`config.mk`:
```
export PLATFORM = sky130hd
export DESIGN_NAME = serializer_scheduler
export DESIGN_NICKNAME = d
export VERILOG_FILES = /design/src/rtl/serializer_sched_pkg.sv /design/src/rtl/serializer_scheduler_rr_arbiter.sv /design/src/rtl/serializer_scheduler.sv
export SDC_FILE = /design/constraint.sdc
export NUM_CORES = 1
export LEC_CHECK = 0
export CORE_AREA = 2 2 520 522
export DETAILED_ROUTE_END_ITERATION = 8
export DIE_AREA = 0 0 522 524
export GPL_TIMING_DRIVEN = 0
export PLACE_DENSITY_LB_ADDON = 0.1
export SLEW_MARGIN = 20
export SYNTH_ARGS = -nofsm -noshare
export SYNTH_HDL_FRONTEND = slang
export SYNTH_SLANG_ARGS = --single-unit
```
`constraint.sdc`:
```
create_clock -name clk -period 5.7 [get_ports clk]
set_input_delay 1.14 -clock clk [delete_from_list [all_inputs] [get_ports clk]]
set_output_delay 1.14 -clock clk [all_outputs]
set_load 0.02 [all_outputs]
```
`src/rtl/serializer_sched_pkg.sv`:
```
// Shared constants for the serializer scheduler: FSM state codes, watchdog
// offset, word-counter width and the round-robin pointer increment helper.
package serializer_sched_pkg;

  // FSM state codes (2 bits)
  localparam logic [1:0] ST_ARB   = 2'd0;
  localparam logic [1:0] ST_LOAD  = 2'd1;
  localparam logic [1:0] ST_SHIFT = 2'd2;

  // Default slack added to the word width to form the watchdog limit
  localparam int WDOG_OFFSET = 4;

  // Width of the issued-word counter
  localparam int WORDS_W = 16;

  // Index following idx in a ring of n entries
  function automatic int unsigned rr_next(input int unsigned idx, input int unsigned n);
    int unsigned nxt;
    if (idx + 32'd1 >= n) begin
      nxt = 32'd0;
    end else begin
      nxt = idx + 32'd1;
    end
    return nxt;
  endfunction

endpackage

```
`src/rtl/serializer_scheduler_rr_arbiter.sv`:
```
// Combinational round-robin picker: first eligible index at or after the
// pointer, wrapping to the lowest eligible index when none is found above it.
module rr_arbiter
  import serializer_sched_pkg::*;
#(
  parameter int NREQ     = 4,
  parameter int LOG2NREQ = 2
) (
  input  logic [NREQ-1:0]     elig_i,
  input  logic [LOG2NREQ-1:0] ptr_i,
  output logic [LOG2NREQ-1:0] winner_o,
  output logic                any_o
);

  logic                hi_found_s;
  logic [LOG2NREQ-1:0] hi_idx_s;
  logic                lo_found_s;
  logic [LOG2NREQ-1:0] lo_idx_s;

  // Scan for the first eligible index at/above the pointer and the lowest overall
  always_comb begin
    hi_found_s = 1'b0;
    hi_idx_s   = '0;
    lo_found_s = 1'b0;
    lo_idx_s   = '0;
    for (int i = 0; i < NREQ; i++) begin
      if (elig_i[i] && !hi_found_s && (LOG2NREQ'(i) >= ptr_i)) begin
        hi_found_s = 1'b1;
        hi_idx_s   = LOG2NREQ'(i);
      end else begin
        hi_found_s = hi_found_s;
      end
      if (elig_i[i] && !lo_found_s) begin
        lo_found_s = 1'b1;
        lo_idx_s   = LOG2NREQ'(i);
      end else begin
        lo_found_s = lo_found_s;
      end
    end
  end

  // Wrap-around falls back to the lowest eligible index
  always_comb begin
    if (hi_found_s) begin
      winner_o = hi_idx_s;
    end else begin
      winner_o = lo_idx_s;
    end
    any_o = lo_found_s;
  end

endmodule

```
`src/rtl/serializer_scheduler.sv`:
```
// Round-robin scheduler sharing one wide-to-serial shifter among NREQ
// requesters: arbitrate, capture the word, pulse a load, tag the stream with
// its owner and wait for the stream to finish (with a stall watchdog).
module serializer_scheduler
  import serializer_sched_pkg::*;
#(
  parameter int NREQ     = 4,
  parameter int LOG2NREQ = 2,
  parameter int FROM     = 256,
  parameter int LOG2FROM = 8,
  parameter int WDOG     = FROM + WDOG_OFFSET
) (
  input  logic                 clk,
  input  logic                 reset_n,
  input  logic [NREQ*FROM-1:0] req_data_i,
  input  logic [NREQ-1:0]      req_valid_i,
  output logic [NREQ-1:0]      req_ready_o,
  input  logic [NREQ-1:0]      req_en_i,
  output logic [FROM-1:0]      ser_data_o,
  output logic                 ser_valid_o,
  input  logic                 ser_ready_i,
  input  logic                 ser_busy_i,
  output logic [LOG2NREQ-1:0]  tag_id_o,
  output logic                 tag_valid_o,
  output logic                 err_o,
  output logic [WORDS_W-1:0]   words_o
);

  // Watchdog wide enough for WDOG and never narrower than the shift length
  localparam int WDW_MIN = $clog2(WDOG + 1);
  localparam int WDW     = (WDW_MIN > LOG2FROM + 1) ? WDW_MIN : LOG2FROM + 1;
  localparam logic [WDW-1:0]  WDOG_LIM = WDW'(WDOG);
  localparam logic [NREQ-1:0] REQ_ONE  = {{(NREQ-1){1'b0}}, 1'b1};

  logic [1:0]          state_q, state_d;
  logic [LOG2NREQ-1:0] ptr_q, ptr_d;
  logic [FROM-1:0]     hold_q, hold_d;
  logic [LOG2NREQ-1:0] tag_q, tag_d;
  logic [WORDS_W-1:0]  words_q, words_d;
  logic                err_q, err_d;
  logic [WDW-1:0]      wdog_q, wdog_d;
  logic                seen_q, seen_d;
  logic                ser_valid_q, ser_valid_d;
  logic                tag_valid_q, tag_valid_d;

  logic [NREQ-1:0]     elig_s;
  logic [LOG2NREQ-1:0] winner_s;
  logic                any_s;
  logic                grant_s;

  assign elig_s = req_valid_i & req_en_i;

  rr_arbiter #(
    .NREQ     (NREQ),
    .LOG2NREQ (LOG2NREQ)
  ) u_rr_arbiter (
    .elig_i   (elig_s),
    .ptr_i    (ptr_q),
    .winner_o (winner_s),
    .any_o    (any_s)
  );

  // A grant needs an idle serializer and an eligible requester; never during reset
  assign grant_s = reset_n & (state_q == ST_ARB) & ser_ready_i & any_s;

  // One-hot accept pulse to the winner in the grant cycle
  always_comb begin
    if (grant_s) begin
      req_ready_o = REQ_ONE << winner_s;
    end else begin
      req_ready_o = '0;
    end
  end

  // Next-state logic: arbitration, load, and stream/watchdog tracking
  always_comb begin
    state_d = state_q;
    ptr_d   = ptr_q;
    hold_d  = hold_q;
    tag_d   = tag_q;
    words_d = words_q;
    err_d   = err_q;
    wdog_d  = wdog_q;
    seen_d  = seen_q;
    case (state_q)
      ST_ARB: begin
        if (grant_s) begin
          hold_d  = req_data_i[int'(winner_s)*FROM +: FROM];
          tag_d   = winner_s;
          ptr_d   = LOG2NREQ'(rr_next(32'(winner_s), NREQ));
          state_d = ST_LOAD;
        end else begin
          state_d = ST_ARB;
        end
      end
      ST_LOAD: begin
        words_d = words_q + WORDS_W'(1'b1);
        wdog_d  = '0;
        seen_d  = 1'b0;
        state_d = ST_SHIFT;
      end
      ST_SHIFT: begin
        wdog_d = wdog_q + WDW'(1'b1);
        if (seen_q && !ser_busy_i) begin
          // stream finished: first idle cycle after busy was observed
          state_d = ST_ARB;
        end else if (wdog_d == WDOG_LIM) begin
          err_d   = 1'b1;
          state_d = ST_ARB;
        end else begin
          seen_d = seen_q | ser_busy_i;
        end
      end
      default: begin
        state_d = ST_ARB;
      end
    endcase
  end

  // Registered decode of the load pulse and tag qualifier from the next state
  always_comb begin
    ser_valid_d = (state_d == ST_LOAD);
    tag_valid_d = (state_d == ST_LOAD) || (state_d == ST_SHIFT);
  end

  // State and datapath registers with synchronous active-low reset
  always_ff @(posedge clk) begin
    if (!reset_n) begin
      state_q     <= ST_ARB;
      ptr_q       <= '0;
      hold_q      <= '0;
      tag_q       <= '0;
      words_q     <= '0;
      err_q       <= 1'b0;
      wdog_q      <= '0;
      seen_q      <= 1'b0;
      ser_valid_q <= 1'b0;
      tag_valid_q <= 1'b0;
    end else begin
      state_q     <= state_d;
      ptr_q       <= ptr_d;
      hold_q      <= hold_d;
      tag_q       <= tag_d;
      words_q     <= words_d;
      err_q       <= err_d;
      wdog_q      <= wdog_d;
      seen_q      <= seen_d;
      ser_valid_q <= ser_valid_d;
      tag_valid_q <= tag_valid_d;
    end
  end

  assign ser_data_o  = hold_q;
  assign ser_valid_o = ser_valid_q;
  assign tag_id_o    = tag_q;
  assign tag_valid_o = tag_valid_q;
  assign err_o       = err_q;
  assign words_o     = words_q;

endmodule

```
==> results of run 1 <==
==> cells by family after synthesis <==
group / Yosys count / share of synthesized area, %
xor gates and xnor gates: 13 / 0.568
DFF: 291 / 29.1
buffers and inverters: 301 / 7.23
AOI/OAI and AO/OA: 808 / 38.7
adders and majority gates: 11 / 0.686
and+or+nand+nor: 870 / 23.5
muxes: 4 / 0.200
==> layer usage <==
metal	part of all wire [%]	vias up
li1	-	11685
met1	43	12772
met2	45	1205
met3	10	233
met4	1.6	68
met5	0.17	-
==> what timing repair did <==
item / 4_1_cts / 5_1_grt
hold buffers: 0 / 0
setup buffers: 4 / 0
resized for setup: 3 / 0
setup endpoints to repair: 4 / 0
==> report_power, final <==
part	switching [µW]	internal (µW)	total, µW
Sequential	139	2230	2370
Clock	1400	1830	3240
Combinational	2380	1630	4010
==> synth_stat cells, drive strengths merged, types with 2 or more instances <==
library cell and instances:
a211oi 512, a21boi 7, a21oi 10, a22o 2, a2bb2oi 2, and2 18
and3 520, buf 135, clkbuf 156, dfxtp 291, ha 11, inv 10
mux2i 4, nand2 281, nand3 8, nand3b 2, nand4 8, nor2 3
nor2b 11, nor3 11, o2111ai 3, o21a 4, o21ai 6, o22ai 2
o31ai 256, or3 5, xnor2 8, xor2 5
==> worst max-delay path, cell delays in order <==
cell and delay (ns):
clkdlybuf4s50_1 0.49, nand2_1 0.14, o2111ai_1 0.22, a31o_1 0.20, buf_4 0.29, buf_6 0.36, buf_2 0.42, ha_1 0.21
and3_1 0.15, clkdlybuf4s50_1 0.69
==> worst paths after layout <==
path / end / slack (ns) / cells after the start
worst max-delay path: req_ready_o[1] / 0.19 / 10
worst min-delay path: ser_data_o[128]$_SDFFE_PN0P_ / 0.45 / 2
worst max register to register: ser_data_o[219]$_SDFFE_PN0P_ / 2.35 / 9
worst min register to register: ser_data_o[128]$_SDFFE_PN0P_ / 0.45 / 2
==> state kept, by name (all words and copies together) (netlist names) <==
signal / flops
words_o: 16
wdog_q: 9
ptr_q: 2
tag_valid_o: 1
seen_q: 1
tag_id_o: 2
ser_data_o: 256
state_q: 2
ser_valid_o: 1
err_o: 1
==> area by class of cell <==
class                   count  area [µm²]  area share [%]
clock inverters            12        62.6           0.158
clock buffers              81        1540            3.91
multi-input cells        1706       12800            32.4
diodes                     42         105           0.266
inverters                  10        37.5          0.0951
flip-flops and latches    291        5830            14.8
plain buffers             289        1420            3.60
repair buffers           1320       13200            33.6
well taps                3552        4440            11.3
==> per-stage QoR <==
stage | instances | total power, µW | setup WS [ns] | setup TNS, ns | cell area [µm²]
3_5_place_dp | 7166 | 6500 | -0.682 | -2.52 | 37700
2_1_floorplan | 2298 | 4030 | 2.00 | 0 | 20100
3_3_place_gp | 7165 | 6520 | -0.694 | -2.58 | 37700
6_report | 7303 | 9620 | 0.190 | 0 | 39500
4_1_cts | 7261 | 9910 | 0.0602 | 0 | 39400
5_1_grt | 7272 | 10100 | 0.0205 | 0 | 39400
==> results.md, run 1 <==
- Hpwl dp: 203000 µm
- Fraction of layout cells with a size suffix above 1: 15.2%
- Vias post-DR: 25963
- Cell count after synthesis: 2298
- Seq/Total Area, Yosys: 29.1%
- Busiest grt layer: met2
- Minimum clock period after layout: 5.51 ns
- Hold Path Class: flop to flop
- Worst Skew: 0.0374 ns
- Synth cell types: 45
- Area leader, netlist: dfxtp_1
- Area contributors post-synth: dfxtp_1, and3_1, a211oi_1, a211oi_2, o31ai_2
- Leading cell type in the layout, fill and taps excluded: clkdlybuf4s50_1
- Worst skew pair latency: 0.70 ns
- I/O pins: 1317
- Final Hold Viols: 0
- Setup CP Type: input pin to output pin
- Pwr dens: 244 nW/µm²
- Syn_nets: 3345
- Worst hold slack: 0.452 ns
- Critical path capture point type: output pin
- Final count of negative-setup-slack endpoints: 0
- Max cap viols: 0
- Final Core Density: 14.8%
- Port buffer count: 1315
- Nets: 4716
- RSZ-0062 raised after global routing: false
- Inserted Clock Buffers: 51
- H-tree depth: 2
- Synthesized area: 20100 µm²
- Pins over their slew limit: 0
- Yosys reg bits: 291
- Total gr overflow: 0
- CTS tree: built
- Yosys warns: 0
- DR DRC count: 0
- Drt pass-1 iters: 5
- Core box area: 267000 µm²
- Vias per cell: 3.56
- Fillers: 30487
- Clock tree sinks: 291
- Predominant post-synthesis flop cell: dfxtp_1
- Hold_sp: ser_data_o[128]$_SDFFE_PN0P_
- GRT Total Usage: 16.8%
- Final GP Congestion: 0.876
- Fmax: 0.181 GHz
- Worst setup path startpoint: req_valid_i[0]
- Iteration-0 DRC count of the detailed router: 1499
- Pleak: 0.0137 µW
- Die W: 522 µm
- Most frequent cells in the layout: clkdlybuf4s50_1, and3_1, a211oi_1, dfxtp_1, nand2_1
- Vias in the first global route: 27165
- Largest net degree at the start of global routing: 21
- Routed wire per std cell: 33.0 µm
- Worst-path fanout max: 14
- Clock Tree Buf Depth: 3
- Final ANT Viol Nets: 0
- Status: complete, no violations
- Initial core utilization: 7.50%
- Req. time, crit path: 4.56 ns
- Initial antenna violation count: 126
- Crit path arrival time: 4.37 ns
- Final period util: 96.7%
- Worst VDD drop: 0.000268 V
- GRT met3 Usage: 6.81%
- Startpoint types: input pin
- Synth top area share: 29.1%
- Synthesis-to-layout area growth: 96.9%
- M2 GR Usage: 27.3%
- Met1 usage: 21.1%
- Rows: 190
- Worst-Margin Slew: 1.23 ns
- Post-synth EDFFs: 0
- Die height: 524 µm
- First-pass GRT wire length: 302000 µm
- Reg clk slew, reported paths: 0.05 ns
- Relative slew margins: 17.5%
- Post-synth ARST share: 0%
- Die area: 274000 µm²
- Avg Cell Area, Syn: 8.73 µm²
- Drt total wl: 241000 µm
- FF-to-FF Start: ptr_q[1]$_SDFFE_PN0P_
- Clock Tree Root: clkbuf_16
Power figures use the tool's default switching activity.
==> inputs of run 2 (changes only) <==
- CORE_AREA: 2 2 520 522 -> 2 2 516 518
- DIE_AREA: 0 0 522 524 -> 0 0 518 520
==> run 2 against run 1 <==
Against the previous run: via count about the same; fmax down 0.19%; cell count fell by 0.34%; critical path depth is the same; worst setup slack lost 0.010 ns; sequential power about the same; sequential cell count is the same; non-clock buffer count unchanged; critical path type unchanged; largest cell class unchanged; largest power group unchanged.
==> results.md, run 2 (synthesized netlist as in run 1, its figures left out) <==
- Die area: 269000 µm²
- Drt pass-1 iters: 5
- Minimum clock period after layout: 5.52 ns
- Inserted Clock Buffers: 51
- Nets: 4716
- Setup CP Type: input pin to output pin
- Area taken by multi-input logic gates: 12800 µm²
- Hpwl dp: 200000 µm
- Clock Power Share: 35.0%
- Initial core utilization: 7.60%
- Initial antenna violation count: 138
- Reg2reg path depth: 10
- Fraction of layout cells with a size suffix above 1: 15.1%
- Final Worst Setup Slack: 0.180 ns
- Internal power: 5840 µW
- Final Core Density: 15.0%
- Reg clk slew, reported paths: 0.06 ns
- Port buffer count: 1315
- Psw: 3910 µW
- Vias in the first global route: 27044
- Final GP Congestion: 0.886
- Clock tree sinks: 291
- Startpoint types: input pin
- Vias per cell: 3.57
- Crit path arrival time: 4.38 ns
- Reg area: 5830 µm²
- Worst setup path startpoint: req_valid_i[1]
- Clock Tree Buf Depth: 3
- Iteration-0 DRC count of the detailed router: 1596
- Worst VDD drop: 0.000230 V
- CTS tree: built
- Switching part of the total: 40.1%
- FF-to-FF setup slack: 2.27 ns
- Critical path capture point type: output pin
- Most frequent cells in the layout: clkdlybuf4s50_1, and3_1, a211oi_1, dfxtp_1, nand2_1
- Hold Path Class: flop to flop
- Status: complete, no violations
- RSZ-0062 raised after global routing: false
- Worst-path fanout max: 20
- Placed insts: 7148
- H-tree depth: 2
- Leading cell type in the layout, fill and taps excluded: clkdlybuf4s50_1
- Vias post-DR: 25954
- Die height: 520 µm
- Largest net degree at the start of global routing: 21
- Max cap viols: 0
- First-pass GRT wire length: 301000 µm
- Synthesis-to-layout area growth: 97.1%
- Routed wire per std cell: 32.6 µm
- Rows: 189
- Combinational power share: 40.7%
- Clock Tree Root: clkbuf_16
- I/O pins: 1317
- Fillers: 30140
- Max reg flops: 256
- Pleak: 0.0137 µW
- Drt total wl: 237000 µm
- Worst skew pair latency: 0.69 ns
- Core box area: 264000 µm²
- Final count of negative-setup-slack endpoints: 0
- Pwr dens: 247 nW/µm²
- Crit path capture: req_ready_o[3]
- Final Hold Viols: 0
- Relative slew margins: 22.5%
- Worst Skew: 0.0370 ns
- Die W: 518 µm
- Worst-Margin Slew: 1.16 ns
- Final ANT Viol Nets: 0
- Dpl ws: -0.632 ns
- Req. time, crit path: 4.56 ns
- Post-Place Cell Area: 37700 µm²
- Pins over their slew limit: 0
- Final period util: 96.8%
- Fmax: 0.181 GHz
- Post-CTS Hold Buffers: 0
- Final non-filler cell total: 7278
- Final Cell Area: 39500 µm²
- Reg-to-reg endpoint: ser_data_o[47]$_SDFFE_PN0P_
- DR DRC count: 0
- FF-to-FF Start: state_q[0]$_SDFF_PN0_
- Reg power frac: 24.3%
- GRT Total Usage: 16.9%
- Total gr overflow: 0
run 2: cell types whose count changed in the layout (fill, tap and decap cells not counted), moves of 2 or more:
cell	change
a211oi_1	+2
a211oi_2	-2
buf_2	-2
clkinv_2	-2
diode_2	-7
bufinv_16	+3
run 2: worst min-delay path by stage:
stage | from | endpoint | slack [ns] | cells past startpoint
detailed placement | ser_data_o[85]$_SDFFE_PN0P_ | ser_data_o[85]$_SDFFE_PN0P_ | 0.44 | 2
CTS | ser_data_o[85]$_SDFFE_PN0P_ | ser_data_o[85]$_SDFFE_PN0P_ | 0.46 | 2
global placement | ser_data_o[14]$_SDFFE_PN0P_ | ser_data_o[14]$_SDFFE_PN0P_ | 0.44 | 2
floorplan | state_q[1]$_SDFF_PN0_ | state_q[1]$_SDFF_PN0_ | 0.47 | 1
global route | ser_data_o[124]$_SDFFE_PN0P_ | ser_data_o[124]$_SDFFE_PN0P_ | 0.47 | 2
finish | ser_data_o[85]$_SDFFE_PN0P_ | ser_data_o[85]$_SDFFE_PN0P_ | 0.45 | 2
run 2: layout make-up:
class | count | share of cell area [%]
Timing Repair Buffer | 1321 | 33.5
Inverter | 10 | 0.0950
Tap cell | 3533 | 11.2
Clock buffer | 80 | 3.92
Antenna cell | 35 | 0.222
Sequential cell | 291 | 14.7
Multi-Input combinational cell | 1706 | 32.3
Buffer | 288 | 3.58
Clock inverter | 14 | 0.383
run 2: stage by stage:
step                      hold slack, ns  setup TNS (ns)  power, µW
after floorplan                    0.466               0       4030
after global placement             0.440           -2.76       6480
after detailed placement           0.441           -2.39       6460
after CTS                          0.455               0      10000
after global routing               0.470               0      10200
final                              0.454               0       9760
run 2: power groups by stage:
stage / Combinational, µW / Sequential, µW / Clock [µW]
floorplan: 1430 / 2600 / 0
global placement: 4060 / 2410 / 0
detailed placement: 4040 / 2420 / 0
CTS: 4060 / 2380 / 3600
global route: 4230 / 2400 / 3620
finish: 3970 / 2370 / 3410
run 2: timing repair:
item | in CTS | in global routing
pin swaps | 0 | 1
buffers inserted | 0 | 4
resized for setup | 3 | 0
endpoints found under the setup margin | 4 | 3
run 2: per-layer routing:
metal | vias to the layer above | global-route usage (%) | wire length (µm)
met5 | - | 0 | 387
met4 | 62 | 2.55 | 3530
met3 | 235 | 6.85 | 23400
met2 | 1243 | 27.8 | 109000
met1 | 12733 | 21.0 | 101000
li1 | 11681 | - | -
run 2: worst max-delay path, cell delays in order:
cell and delay, ns:
clkdlybuf4s50_1 0.46, nand2_1 0.15, o2111ai_1 0.13, a31o_1 0.25
buf_4 0.23, inv_2 0.22, buf_4 0.62, ha_1 0.27
and3_1 0.20, clkdlybuf4s50_1 0.68
==> inputs of run 3 (changes only) <==
- MAX_ROUTING_LAYER: not set -> met4
==> run 3 against run 2 <==
Against the previous run: worst setup slack better by 0.0081 ns; global-route usage increased by 0.51 points; fmax grew 0.15%; critical path depth stayed put; die area did not move; combinational power about the same; register-to-register slack is essentially flat; count of clock-buffer cells in the layout unchanged; worst hold slack barely moved; sequential power hardly changed; cell count is 0.60% higher; cell area increased by 0.28%; largest power group unchanged.
==> results.md, run 3 (synthesized netlist as in run 1, its figures left out) <==
- Hold Path Class: flop to flop
- Drt pass-1 iters: 5
- Setup CP Type: input pin to output pin
- Final non-filler cell total: 7322
- I/O pins: 1317
- Nets: 4716
- FF-to-FF setup slack: 2.26 ns
- Reg area: 5830 µm²
- Pleak: 0.0137 µW
- Slowest CP cell: clkdlybuf4s50_1
- Reg clk slew, reported paths: 0.06 ns
- Inserted Clock Buffers: 51
- Worst path max stage delay: 0.68 ns
- Relative slew margins: 20.1%
- Pwr dens: 246 nW/µm²
- Placed insts: 7148
- Minimum clock period after layout: 5.51 ns
- Worst-Margin Slew: 1.19 ns
- Worst-path fanout max: 20
- Crit path arrival time: 4.37 ns
- Most frequent cells in the layout: clkdlybuf4s50_1, and3_1, a211oi_1, dfxtp_1, nand2_1
- Startpoint types: input pin
- Vias post-DR: 25870
- Worst skew pair latency: 0.69 ns
- Critical path capture point type: output pin
- Routed wire per std cell: 32.4 µm
- Rows: 189
- Area taken by multi-input logic gates: 12800 µm²
- Die height: 520 µm
- Clock tree sinks: 291
- Final count of negative-setup-slack endpoints: 0
- Vias in the first global route: 27034
- Fillers: 30124
- Largest net degree at the start of global routing: 21
- Pins over their slew limit: 0
- First-pass GRT wire length: 301000 µm
- Post-CTS Hold Buffers: 0
- Vias per cell: 3.53
- Fmax: 0.181 GHz
- Iteration-0 DRC count of the detailed router: 1466
- CTS tree: built
- Max reg flops: 256
- Hpwl dp: 200000 µm
- Status: complete, no violations
- Initial antenna violation count: 142
- Max cap viols: 0
- Final Hold Viols: 0
- Die area: 269000 µm²
- Final ANT Viol Nets: 0
- Clock Tree Root: clkbuf_16
- DR DRC count: 0
- Drt total wl: 237000 µm
- Leading cell type in the layout, fill and taps excluded: clkdlybuf4s50_1
- Fraction of layout cells with a size suffix above 1: 15.1%
- Clock Tree Buf Depth: 3
- Synthesis-to-layout area growth: 97.6%
- Final period util: 96.7%
- Die W: 518 µm
- Total gr overflow: 0
- Worst VDD drop: 0.000229 V
- RSZ-0062 raised after global routing: false
- H-tree depth: 2
- Core box area: 264000 µm²
- Port buffer count: 1315
- Initial core utilization: 7.60%
- Cell Chain, Critical Path: clkdlybuf4s50_1, nand2_1, o2111ai_1, a31o_1, buf_4, inv_2, buf_4, ha_1, and3_1, clkdlybuf4s50_1
- Final GP Congestion: 0.901
- GRT Total Usage: 17.4%
- Worst hold slack: 0.454 ns
- Req. time, crit path: 4.56 ns
- Worst Skew: 0.0375 ns
run 3: cell count changes in the layout (fill, tap and decap cells not counted):
cell	previous run	this run
diode_2	35	79
run 3: final cells by class:
type	count	share of cell area [%]
Buffer	288	3.57
Clock buffer	80	3.91
Inverter	10	0.0947
Clock inverter	14	0.382
Tap cell	3533	11.2
Timing Repair Buffer	1321	33.4
Antenna cell	79	0.499
Multi-Input combinational cell	1706	32.3
Sequential cell	291	14.7
run 3: report_power, final:
part | switching, µW | total, µW | internal (µW)
clock network | 1420 | 3400 | 1980
registers | 142 | 2370 | 2230
logic | 2350 | 3980 | 1630
total | 3910 | 9750 | 5840
run 3: timing repair:
action,in CTS,in global routing
pin swaps,0,1
setup endpoints to repair,4,3
setup buffers,0,4
gates resized for setup,3,0
run 3: critical path: cells and delay by family:
kind	cells	cell delay [ns]
fa+ha+maj	1	0.27
compound gates	2	0.38
buf+inv	5	2.20
simple gates	2	0.35
run 3: final timing paths:
| kind | end | from | cells past startpoint |
|---|---|---|---|
| worst min register to register | ser_data_o[98]$_SDFFE_PN0P_ | ser_data_o[98]$_SDFFE_PN0P_ | 2 |
| worst min-delay path | ser_data_o[98]$_SDFFE_PN0P_ | ser_data_o[98]$_SDFFE_PN0P_ | 2 |
| worst max register to register | ser_data_o[47]$_SDFFE_PN0P_ | state_q[0]$_SDFF_PN0_ | 10 |
| worst max-delay path | req_ready_o[3] | req_valid_i[1] | 10 |
run 3: per-stage QoR:
| step | total power [µW] | setup WS (ns) | util, % | area (µm²) | TNS (ns) |
|---|---|---|---|---|---|
| 2_1_floorplan | 4030 | 2.00 | - | 20100 | 0 |
| 3_3_place_gp | 6480 | -0.730 | 14.3 | 37600 | -2.76 |
| 3_5_place_dp | 6460 | -0.632 | 14.3 | 37700 | -2.39 |
| 4_1_cts | 10000 | 0.0179 | 14.9 | 39400 | 0 |
| 5_1_grt | 10300 | 0.0483 | 15.0 | 39600 | 0 |
| 6_report | 9750 | 0.188 | 15.0 | 39600 | 0 |
run 3: per-layer routing:
metal | vias up | track usage, % | share of wire (%)
li1 | 11755 | - | -
met4 | 0 | 2.55 | 1.4
met1 | 12747 | 21.1 | 43
met2 | 1185 | 27.9 | 46
met5 | - | - | 0
met3 | 183 | 6.66 | 9.5
